<file path="src/rtl/cpu_ctrl_pkg.sv">
`default_nettype none
// ============================================================================
// Module   : cpu_ctrl_pkg
// Purpose  : Shared types and encodings for the multi-cycle control unit:
//            state enumeration, opcode values, datapath select encodings
//            and the control output bundle.
// Ports    : none (package)
// Revision : 1.0 - initial release
// ============================================================================
package cpu_ctrl_pkg;

   // Controller states, 4-bit encoding
   typedef enum logic [3:0] {
      ST_FETCH    = 4'd0,
      ST_DECODE   = 4'd1,
      ST_EXEC_R   = 4'd2,
      ST_WB_R     = 4'd3,
      ST_MEM_ADDR = 4'd4,
      ST_MEM_RD   = 4'd5,
      ST_WB_MEM   = 4'd6,
      ST_MEM_WR   = 4'd7,
      ST_BRANCH   = 4'd8,
      ST_EXEC_I   = 4'd9,
      ST_WB_I     = 4'd10,
      ST_JUMP     = 4'd11,
      ST_HALT     = 4'd12,
      ST_ILLEGAL  = 4'd13
   } state_e;

   // Opcodes (IR[15:12])
   localparam logic [3:0] c_op_rtype = 4'b0000;
   localparam logic [3:0] c_op_lw    = 4'b0001;
   localparam logic [3:0] c_op_sw    = 4'b0010;
   localparam logic [3:0] c_op_beq   = 4'b0011;
   localparam logic [3:0] c_op_addi  = 4'b0100;
   localparam logic [3:0] c_op_j     = 4'b0101;
   localparam logic [3:0] c_op_halt  = 4'b1111;

   // ALU operation select
   localparam logic [1:0] c_alu_add   = 2'b00;
   localparam logic [1:0] c_alu_sub   = 2'b01;
   localparam logic [1:0] c_alu_funct = 2'b10;

   // ALU operand B select
   localparam logic [1:0] c_srcb_reg = 2'b00;
   localparam logic [1:0] c_srcb_one = 2'b01;
   localparam logic [1:0] c_srcb_imm = 2'b10;

   // PC source select
   localparam logic [1:0] c_pcsrc_alu    = 2'b00;
   localparam logic [1:0] c_pcsrc_aluout = 2'b01;
   localparam logic [1:0] c_pcsrc_jump   = 2'b10;

   // Per-state control bundle; retire marks the final cycle of an instruction
   typedef struct packed {
      logic       mem_req;
      logic       iord;
      logic       mem_read;
      logic       mem_write;
      logic       ir_write;
      logic       pc_write;
      logic       pc_write_cond;
      logic [1:0] pc_source;
      logic       alu_src_a;
      logic [1:0] alu_src_b;
      logic [1:0] alu_op;
      logic       reg_dst;
      logic       mem_to_reg;
      logic       reg_write;
      logic       retire;
   } ctrl_out_t;

endpackage
`default_nettype wire

</file>
<file path="src/rtl/control_output_decode.sv">
`default_nettype none
// ============================================================================
// Module   : control_output_decode
// Purpose  : Purely combinational decode of controller state (plus mem_ack)
//            into the datapath control bundle.
// Ports    : state   - current controller state
//            mem_ack - memory handshake acknowledge
//            ctrl    - control bundle for this cycle
// Revision : 1.0 - initial release
// ============================================================================
module control_output_decode
   import cpu_ctrl_pkg::*;
(
   input  state_e    state,
   input  logic      mem_ack,
   output ctrl_out_t ctrl
);

   always_comb begin
      ctrl = '0;
      case (state)
         ST_FETCH: begin
            ctrl.mem_req   = 1'b1;
            ctrl.mem_read  = 1'b1;
            ctrl.alu_src_b = c_srcb_one;
            ctrl.alu_op    = c_alu_add;
            // IR and PC+1 are only committed once the fetch data is there
            if (mem_ack) begin
               ctrl.ir_write  = 1'b1;
               ctrl.pc_write  = 1'b1;
               ctrl.pc_source = c_pcsrc_alu;
            end
         end
         ST_DECODE: begin
            ctrl.alu_src_b = c_srcb_imm;
            ctrl.alu_op    = c_alu_add;
         end
         ST_EXEC_R: begin
            ctrl.alu_src_a = 1'b1;
            ctrl.alu_src_b = c_srcb_reg;
            ctrl.alu_op    = c_alu_funct;
         end
         ST_WB_R: begin
            ctrl.reg_dst   = 1'b1;
            ctrl.reg_write = 1'b1;
            ctrl.retire    = 1'b1;
         end
         ST_MEM_ADDR: begin
            ctrl.alu_src_a = 1'b1;
            ctrl.alu_src_b = c_srcb_imm;
            ctrl.alu_op    = c_alu_add;
         end
         ST_MEM_RD: begin
            ctrl.mem_req  = 1'b1;
            ctrl.mem_read = 1'b1;
            ctrl.iord     = 1'b1;
         end
         ST_WB_MEM: begin
            ctrl.mem_to_reg = 1'b1;
            ctrl.reg_write  = 1'b1;
            ctrl.retire     = 1'b1;
         end
         ST_MEM_WR: begin
            ctrl.mem_req   = 1'b1;
            ctrl.mem_write = 1'b1;
            ctrl.iord      = 1'b1;
            ctrl.retire    = mem_ack;
         end
         ST_BRANCH: begin
            ctrl.alu_src_a     = 1'b1;
            ctrl.alu_src_b     = c_srcb_reg;
            ctrl.alu_op        = c_alu_sub;
            ctrl.pc_write_cond = 1'b1;
            ctrl.pc_source     = c_pcsrc_aluout;
            ctrl.retire        = 1'b1;
         end
         ST_EXEC_I: begin
            ctrl.alu_src_a = 1'b1;
            ctrl.alu_src_b = c_srcb_imm;
            ctrl.alu_op    = c_alu_add;
         end
         ST_WB_I: begin
            ctrl.reg_write = 1'b1;
            ctrl.retire    = 1'b1;
         end
         ST_JUMP: begin
            ctrl.pc_write  = 1'b1;
            ctrl.pc_source = c_pcsrc_jump;
            ctrl.retire    = 1'b1;
         end
         // HALT, ILLEGAL and unused encodings drive nothing
         default: ;
      endcase
   end

endmodule
`default_nettype wire

</file>
<file path="src/rtl/multicycle_control.sv">
`default_nettype none
// ============================================================================
// Module   : multicycle_control
// Purpose  : Multi-cycle sequencer for the 16-bit datapath. Steps each
//            instruction through fetch/decode/execute/memory/write-back and
//            drives all datapath selects and enables. Memory accesses use a
//            req/ack handshake with an optional timeout into ILLEGAL.
// Ports    : clock, reset      - clock, synchronous active-high reset
//            opcode, zero      - IR[15:12], ALU zero flag
//            mem_ack           - memory access complete this cycle
//            mem_req..reg_write- datapath control outputs
//            halted, illegal   - sticky status flags
//            instr_count       - retired instruction count (wraps)
// Revision : 1.0 - initial release
// ============================================================================
module multicycle_control
   import cpu_ctrl_pkg::*;
#(
   parameter int unsigned ACK_TIMEOUT = 255
) (
   input  logic        clock,
   input  logic        reset,
   input  logic [3:0]  opcode,
   input  logic        zero,
   input  logic        mem_ack,
   output logic        mem_req,
   output logic        iord,
   output logic        mem_read,
   output logic        mem_write,
   output logic        ir_write,
   output logic        pc_write,
   output logic        pc_write_cond,
   output logic [1:0]  pc_source,
   output logic        alu_src_a,
   output logic [1:0]  alu_src_b,
   output logic [1:0]  alu_op,
   output logic        reg_dst,
   output logic        mem_to_reg,
   output logic        reg_write,
   output logic        halted,
   output logic        illegal,
   output logic [15:0] instr_count
);

   localparam int c_wait_w = 16;

   state_e              state_q, state_d;
   logic [c_wait_w-1:0] wait_q, wait_d;
   logic [15:0]         instr_count_q, instr_count_d;
   logic                halted_q, halted_d;
   logic                illegal_q, illegal_d;
   logic                halt_retired_q, halt_retired_d;

   ctrl_out_t           w_ctrl;
   logic                w_retire;
   logic                w_unused_zero;

   // The branch decision is taken in the datapath (pc_write_cond & zero),
   // so the sequencer itself never needs the flag.
   assign w_unused_zero = zero;

   control_output_decode u_decode (
      .state   (state_q),
      .mem_ack (mem_ack),
      .ctrl    (w_ctrl)
   );

   always_comb begin
      state_d        = state_q;
      wait_d         = wait_q;
      instr_count_d  = instr_count_q;
      halt_retired_d = halt_retired_q;

      case (state_q)
         ST_FETCH:    if (mem_ack) state_d = ST_DECODE;
         ST_DECODE: begin
            case (opcode)
               c_op_rtype:      state_d = ST_EXEC_R;
               c_op_lw,
               c_op_sw:         state_d = ST_MEM_ADDR;
               c_op_beq:        state_d = ST_BRANCH;
               c_op_addi:       state_d = ST_EXEC_I;
               c_op_j:          state_d = ST_JUMP;
               c_op_halt:       state_d = ST_HALT;
               default:         state_d = ST_ILLEGAL;
            endcase
         end
         ST_EXEC_R:   state_d = ST_WB_R;
         ST_WB_R:     state_d = ST_FETCH;
         ST_MEM_ADDR: state_d = (opcode == c_op_sw) ? ST_MEM_WR : ST_MEM_RD;
         ST_MEM_RD:   if (mem_ack) state_d = ST_WB_MEM;
         ST_WB_MEM:   state_d = ST_FETCH;
         ST_MEM_WR:   if (mem_ack) state_d = ST_FETCH;
         ST_BRANCH:   state_d = ST_FETCH;
         ST_EXEC_I:   state_d = ST_WB_I;
         ST_WB_I:     state_d = ST_FETCH;
         ST_JUMP:     state_d = ST_FETCH;
         ST_HALT:     state_d = ST_HALT;
         ST_ILLEGAL:  state_d = ST_ILLEGAL;
         default:     state_d = ST_ILLEGAL;
      endcase

      // Wait counter: counts unacknowledged request cycles. Non-request
      // states always clear it, so each access state is entered with zero.
      if (w_ctrl.mem_req && !mem_ack) begin
         if (wait_q != {c_wait_w{1'b1}}) begin
            wait_d = wait_q + 1'b1;
         end
         // The cycle in which the count reaches the limit is the last one
         if ((ACK_TIMEOUT != 32'd0) && ((32'(wait_q) + 32'd1) >= ACK_TIMEOUT)) begin
            state_d = ST_ILLEGAL;
         end
      end else begin
         wait_d = '0;
      end

      // HALT retires only in its first cycle
      w_retire = w_ctrl.retire || ((state_q == ST_HALT) && !halt_retired_q);
      if (state_q == ST_HALT) begin
         halt_retired_d = 1'b1;
      end
      if (w_retire) begin
         instr_count_d = instr_count_q + 16'd1;
      end

      halted_d  = halted_q  || (state_d == ST_HALT);
      illegal_d = illegal_q || (state_d == ST_ILLEGAL);
   end

   always_ff @(posedge clock) begin
      if (reset) begin
         state_q        <= ST_FETCH;
         wait_q         <= '0;
         instr_count_q  <= '0;
         halted_q       <= 1'b0;
         illegal_q      <= 1'b0;
         halt_retired_q <= 1'b0;
      end else begin
         state_q        <= state_d;
         wait_q         <= wait_d;
         instr_count_q  <= instr_count_d;
         halted_q       <= halted_d;
         illegal_q      <= illegal_d;
         halt_retired_q <= halt_retired_d;
      end
   end

   // All outputs are forced low while reset is asserted
   always_comb begin
      mem_req       = 1'b0;
      iord          = 1'b0;
      mem_read      = 1'b0;
      mem_write     = 1'b0;
      ir_write      = 1'b0;
      pc_write      = 1'b0;
      pc_write_cond = 1'b0;
      pc_source     = 2'b00;
      alu_src_a     = 1'b0;
      alu_src_b     = 2'b00;
      alu_op        = 2'b00;
      reg_dst       = 1'b0;
      mem_to_reg    = 1'b0;
      reg_write     = 1'b0;
      halted        = 1'b0;
      illegal       = 1'b0;
      instr_count   = 16'd0;
      if (!reset) begin
         mem_req       = w_ctrl.mem_req;
         iord          = w_ctrl.iord;
         mem_read      = w_ctrl.mem_read;
         mem_write     = w_ctrl.mem_write;
         ir_write      = w_ctrl.ir_write;
         pc_write      = w_ctrl.pc_write;
         pc_write_cond = w_ctrl.pc_write_cond;
         pc_source     = w_ctrl.pc_source;
         alu_src_a     = w_ctrl.alu_src_a;
         alu_src_b     = w_ctrl.alu_src_b;
         alu_op        = w_ctrl.alu_op;
         reg_dst       = w_ctrl.reg_dst;
         mem_to_reg    = w_ctrl.mem_to_reg;
         reg_write     = w_ctrl.reg_write;
         halted        = halted_q;
         illegal       = illegal_q;
         instr_count   = instr_count_q;
      end
   end

endmodule
`default_nettype wire
</file>
<file path="config.mk">
export PLATFORM = sky130hd
export DESIGN_NAME = multicycle_control
export DESIGN_NICKNAME = d
export VERILOG_FILES = /design/src/rtl/cpu_ctrl_pkg.sv /design/src/rtl/control_output_decode.sv /design/src/rtl/multicycle_control.sv
export SDC_FILE = /design/constraint.sdc
export NUM_CORES = 1
export LEC_CHECK = 0
export BUFFER_PORTS_ARGS = -buffer_cell sky130_fd_sc_hd__buf_4
export CAP_MARGIN = 40
export CORE_ASPECT_RATIO = 0.7
export CORE_MARGIN = 1
export CORE_UTILIZATION = 45
export CTS_CLUSTER_DIAMETER = 150
export DETAILED_ROUTE_END_ITERATION = 6
export PLACE_DENSITY = 0.66
export SYNTH_ARGS = -nofsm -noshare
export SYNTH_HDL_FRONTEND = slang
export SYNTH_SLANG_ARGS = --single-unit
</file>
<file path="constraint.sdc">
create_clock -name clock -period 2.5 [get_ports clock]
set_input_delay 0.125 -clock clock [delete_from_list [all_inputs] [get_ports clock]]
set_output_delay 0.125 -clock clock [all_outputs]
set_load 0.005 [all_outputs]
</file>
# [Yosys cells after proc, flatten, opt, wreduce, memory -nomap -nowiden]
# Cells that the tools add are included.
[classes] addsub=3 mul=0 div_mod_pow=0 magnitude_cmp=1 n_eq_ne=21 shifts=0 mux=40 bitwise_logic=1 n_reduce_logical=18
[op_table] operator="4-bit case mux with 9 select lines" count=1
[op_table] operator="16-bit by 1-bit adder with 16-bit output, second input constant" count=2
[op_table] operator="4-bit == test, second input constant" count=8
[op_table] operator="4-bit by 3-bit == test with 1-bit output, second input constant" count=6
[op_table] operator="4-bit case mux with 6 select lines" count=1
[op_table] operator="1-bit 2-to-1 mux" count=23
[op_table] operator="4-bit 2-to-1 mux" count=5
[op_table] operator="16-bit by 1-bit adder with 17-bit output, second input constant" count=1
[op_table] operator="17-bit by 8-bit >= comparator with 1-bit output, second input constant" count=1
[op_table] operator="4-bit by 2-bit == test with 1-bit output, second input constant" count=4
[op_table] operator="16-bit 2-to-1 mux" count=1
[op_table] operator="16-bit inequality test, second input constant" count=1
[op_table] operator="4-bit case mux with 4 select lines" count=1
[op_table] operator="2-bit 2-to-1 mux" count=5
[op_table] operator="3-bit OR reduction" count=3
[op_table] operator="4-bit by 1-bit == test with 1-bit output, second input constant" count=2
[op_table] operator="4-bit logical NOT" count=2
[op_table] operator="2-bit OR reduction" count=4
[op_table] operator="5-bit OR reduction" count=1
[op_table] operator="1-bit case mux with 2 select lines" count=2
[op_table] operator="2-bit case mux with 2 select lines" count=1
[op_table] operator="4-bit OR reduction" count=1
[op_table] operator="1-bit logical OR" count=3
[op_table] operator="1-bit logical AND" count=2
[op_table] operator="2 further kinds" count=3
[totals] reg_bits=39 latchBits=0 ram_bits=0 mem_bits_ro=0 input_bits=8 out_inout_bits=35 wordCells=90 n_memories=0

# [Longest topological paths before layout]
[logic_depth] word_depth=8 depth_mapped=9 mapped_depth_nobuf=7

# [Cells and area by module]
# From an unflattened synthesis, not the netlist that was laid out.
[hier_totals] cells_unflattened=342 hier_area_um2=2638.8
[modules_own_cells] mod="multicycle_control" instances=1 cells_per_inst=303 area_each_um2=2363.5 seq_area_each_um2=780.7
[modules_own_cells] mod="control_output_decode" instances=1 cells_per_inst=39 area_each_um2=275.3 seq_area_each_um2=0.0

# [Worst setup path before layout]
# Ideal clock, no wire load.
[synth_path] path_kind="reg-to-reg" startpoint="register wait_q[1]" endpoint="register state_q[0]" setup_ns=0.133 t_arrival_ns=1.805 required_time_ns=2.367 slack_ns=0.562 stages_incl_launch_ff=8 path_buffers=0 period_less_slack_ns=1.938 path_cell_list="dfxtp_1 > ha_1 > nand4_1 > nor4_4 > xnor2_1 > nand3_1 > o31ai_2 > a21oi_1"
[synth_between] elab_chain_cells=4
[synth_rtl] element="start, declared" line="multicycle_control.sv:48" text="logic [c_wait_w-1:0] wait_q, wait_d;"
[synth_rtl] element="start signal, assigned" line="multicycle_control.sv:140" text="wait_q <= wait_d;"
[synth_rtl] element="16-bit by 1-bit adder with 17-bit output" line="multicycle_control.sv:110" text="if ((ACK_TIMEOUT != 32'd0) && ((32'(wait_q) + 32'd1) >= ACK_TIMEOUT)) begin"
[synth_rtl] element="17-bit by 8-bit >= comparator with 1-bit output" line="multicycle_control.sv:110"
[synth_rtl] element="4-bit 2-to-1 mux" line="multicycle_control.sv:110"
[synth_rtl] element="4-bit 2-to-1 mux" line="multicycle_control.sv:105" text="if (w_ctrl.mem_req && !mem_ack) begin"
[synth_rtl] element="end signal, assigned" line="multicycle_control.sv:139" text="state_q <= state_d;"
[synth_rtl] element="end, declared" line="multicycle_control.sv:47" text="state_e state_q, state_d;"
# Every way passes these cells.
# A chain may end at the register's enable or synchronous reset.

# [Final worst setup path]
[layout_path] startpoint="register wait_q[0]" endpoint="register state_q[2]"
# Same word-level chain as after synthesis.

==> run_results.csv <==
group,metric,value,unit
sta,relSlewSlack,0.577,
sta,max_slew.worst_pin.slew,0.635,ns
floorplan,die_width,91.0,um
global_routing,grt_pass1_wl,9600,um
setup_path,crit_required,2.67,ns
clocking,cts_max_level,2,
sta,slew_violations,0,
final_layout,fin_area,2970,um^2
drt,wl,5780,um
place,place_congestion,0.817,
clocking,cts_sinks,39,
setup_path,r2r_slack,0.25,ns
synth,ys_seq_area_frac,0.313,
floorplan,fp-row-count,22,
final_layout,n_fill_cell,522,
clocking,cts_inserted_buffers,5,
clocking,path_clk_slew,0.08,ns
pwr,powerDensity,689,nW/um^2
clocking,clock_latency,0.30,ns
sta,setup_viol,0,
synth,synth_top_area_frac,0.313,
setup_path,r2r_start,"wait_q[0]$_SDFFE_PP0N_",
sta,fmax,0.444,GHz
setup_path,slowest_stage,"dfxtp_1",
setup_path,worst-path-max-fanout,8,
hold_path,holdPathEnd,"state_q[0]$_SDFF_PP0_",
synth,synth_cell_type_count,56,
floorplan,ios,43,
synth,synth_area_per_cell,7.79,um^2
final_layout,seqCellArea,781,um^2
setup_path,worstPathArrival,2.42,ns
setup_path,worstSetupStartpointType,"flip-flop",
final_layout,fin_nets,363,
sta,fin_skew,0.00410,ns
global_routing,grt_pass1_vias,1982,
synth,synth_seq_cells,39,
clocking,clockBufferDepth,2,
clocking,post_cts_buffers,0,
synth,yosysTopAreaCell,"dfxtp_1",
sta,hold_viol_final,0,
pwr,ir_worst_vdd,0.000386,V
global_routing,grt_overflow_total,0,
sta,fin_setup_tns,0,ns
global_routing,antenna_found_initial,0,
sta,holdWs,0.212,ns
clocking,holdBufCountCts,0,
floorplan,coreArea,5290,um^2
final_layout,multi_input_area,1570,um^2
final_layout,drive_gt1_frac,0.190,
global_routing,grt_usage,0.205,
final_layout,syn_to_final_growth,19.0,%
setup_path,r2r_end,"state_q[2]$_SDFF_PP0_",
setup_path,end_kind,"flip-flop",
final_layout,diodes,0,
place,place_hpwl,4130,um
pwr,power.total,2.04,mW
setup_path,critical_path_class,"flip-flop to flip-flop",
clocking,cts_resized,0,
place,io_buffers,41,
setup_path,slowest_delay,0.47,ns
sta,rsz0062_at_grt,"no",
hold_path,min_from,"mem_ack",
outcome,status,"complete, no violations",
drt,wl_per_cell,13.6,um
drt,drc,0,
clocking,cts_tree,"done",
place,dpl_cell_area,2830,um^2
sta,fin_crit,2.25,ns
floorplan,initial_utilization,0.472,
drt,vias,2325,
clocking,root_buffer,"clkbuf_8",
floorplan,die_area,5840,um^2
global_routing,grt_max_degree,54,
drt,avgViaCountPerCell,5.47,
hold_path,min_path_type,"primary input to flip-flop",
floorplan,die_h,64.3,um
synth,synth_area,2490,um^2
synth,synth.area.top_cells,"dfxtp_1 (31%), xnor2_1 (6.7%), nor2_1 (5.4%)",
hold_path,hold_depth,4,
pwr,leakagePower,1.07,nW
sta,fin_crit_sh,0.901,
synth,synth.net_count,331,
drt,antenna_left,0,
drt,first_pass_iters,4,
synth,synth_warnings,0,
job,cap_violations,0,
setup_path,crit_chain,"ha_1 > and4_2 > and3_1 > mux2i_1 > nand3_1 > o31ai_2 > a21oi_1",
drt,drt_first_iter_violations,104,
setup_path,ff2ff_path_depth,7,
synth,postSynthCellCount,320,
## critical path, delay by kind of cell, from the launching register on
kind,cells,cell delay [ns]
AO/OA/AOI/OAI,2,0.42
adder cells (fa/ha/maj),1,0.34
flip-flops,1,0.47
multiplexers,1,0.20
AND/OR/NAND/NOR,3,0.69
## flip-flops by register name, summed over array words and instances, names as in the netlist
signal / count
illegal_q: 1
halted_q: 1
wait_q: 16
state_q: 4
halt_retired_q: 1
instr_count_q: 16
## layer usage
layer  part of all wire  track usage  up-vias  wire (um)
li1                   -            -     1202          -
met1               0.54        0.320     1044       3120
met2               0.39        0.274       75       2260
met3              0.064       0.0452        4        367
met4             0.0040       0.0536        0         23
met5                  0            0        -          0
## kinds of logic (layout without fill, tap and decap cells)
group	after synthesis	after routing	synth area share
XOR/XNOR	27	27	0.0949
AO/OA/AOI/OAI	63	63	0.157
buffers and inverters	30	63	0.0577
multiplexers	4	4	0.0161
adder cells (fa/ha/maj)	3	3	0.0151
AND/OR/NAND/NOR	154	154	0.346
flip-flops	39	39	0.313
## placed cells by master (no fill, tap or decap), types with 3 or more instances in the layout
cell,n
a21oi_1,25
nor4_1,6
dfxtp_1,39
ha_1,3
nor3b_1,6
nand4_1,9
clkbuf_8,5
nand2_1,17
inv_1,6
o21ai_0,15
xnor2_1,19
nor2b_1,21
nor3_1,16
nand2b_1,7
nand3_1,14
xor2_1,8
and3_1,3
nor2_1,36
mux2i_1,4
and4_1,3
a31oi_1,4
buf_4,49
## per-stage QoR
step / std cells / setup WS [ns] / utilization
2_1_floorplan: 320 / 0.562 / -
3_3_place_gp: 417 / 0.329 / 0.535
3_5_place_dp: 417 / 0.292 / 0.535
4_1_cts: 425 / 0.261 / 0.561
5_1_grt: 425 / 0.143 / 0.561
6_report: 425 / 0.247 / 0.561
## cell usage after synthesis (all sizes together)
cell and n:
inv 6, clkbuf 13, a21oi 25, o31ai 3, nor3 16, or2 2
a31oi 4, and2 1, a211oi 1, nor3b 6, o2bb2ai 1, and3 5
nor2b 21, o21bai 1, o21ai 16, nor4b 1, nand3b 1, a2111oi 1
o22ai 2, nand4 9, a221oi 1, nand4b 1, dlygate4sd1 1, nand3 15
or4 1, nand2 17, a21o 2, nor4 8, nor2 36, xor2 8
o32a 1, mux2i 4, o21a 1, and4 4, or4b 1, buf 10
xnor2 19, o2111ai 1, dfxtp 39, o32ai 1, or3 2, o31a 1
a21boi 1, nand2b 7, ha 3
## cell type report
type / count / share of cell area
Clock buffer: 5 / 0.0232
Clock inverter: 3 / 0.0228
Inverter: 6 / 0.00759
Multi-Input combinational cell: 251 / 0.529
Sequential cell: 39 / 0.263
Tap cell: 72 / 0.0304
Timing Repair Buffer: 49 / 0.124
## worst max-delay path by stage
stage / slack [ns] / start / endpoint
after floorplan: 0.56 / wait_q[1]$_SDFFE_PP0N_ / state_q[0]$_SDFF_PP0_
after global placement: 0.33 / wait_q[0]$_SDFFE_PP0N_ / state_q[0]$_SDFF_PP0_
after detailed placement: 0.29 / wait_q[0]$_SDFFE_PP0N_ / state_q[0]$_SDFF_PP0_
after CTS: 0.26 / wait_q[0]$_SDFFE_PP0N_ / state_q[0]$_SDFF_PP0_
after global routing: 0.14 / wait_q[0]$_SDFFE_PP0N_ / state_q[2]$_SDFF_PP0_
final: 0.25 / wait_q[0]$_SDFFE_PP0N_ / state_q[2]$_SDFF_PP0_
## where the power goes
part | leakage, nW | internal, mW | switching [mW] | total, mW
clock | 0.0644 | 0.398 | 0.237 | 0.635
sequential | 0.315 | 0.666 | 0.0551 | 0.721
combinational | 0.692 | 0.299 | 0.390 | 0.689
Power figures use the tool's default switching activity.
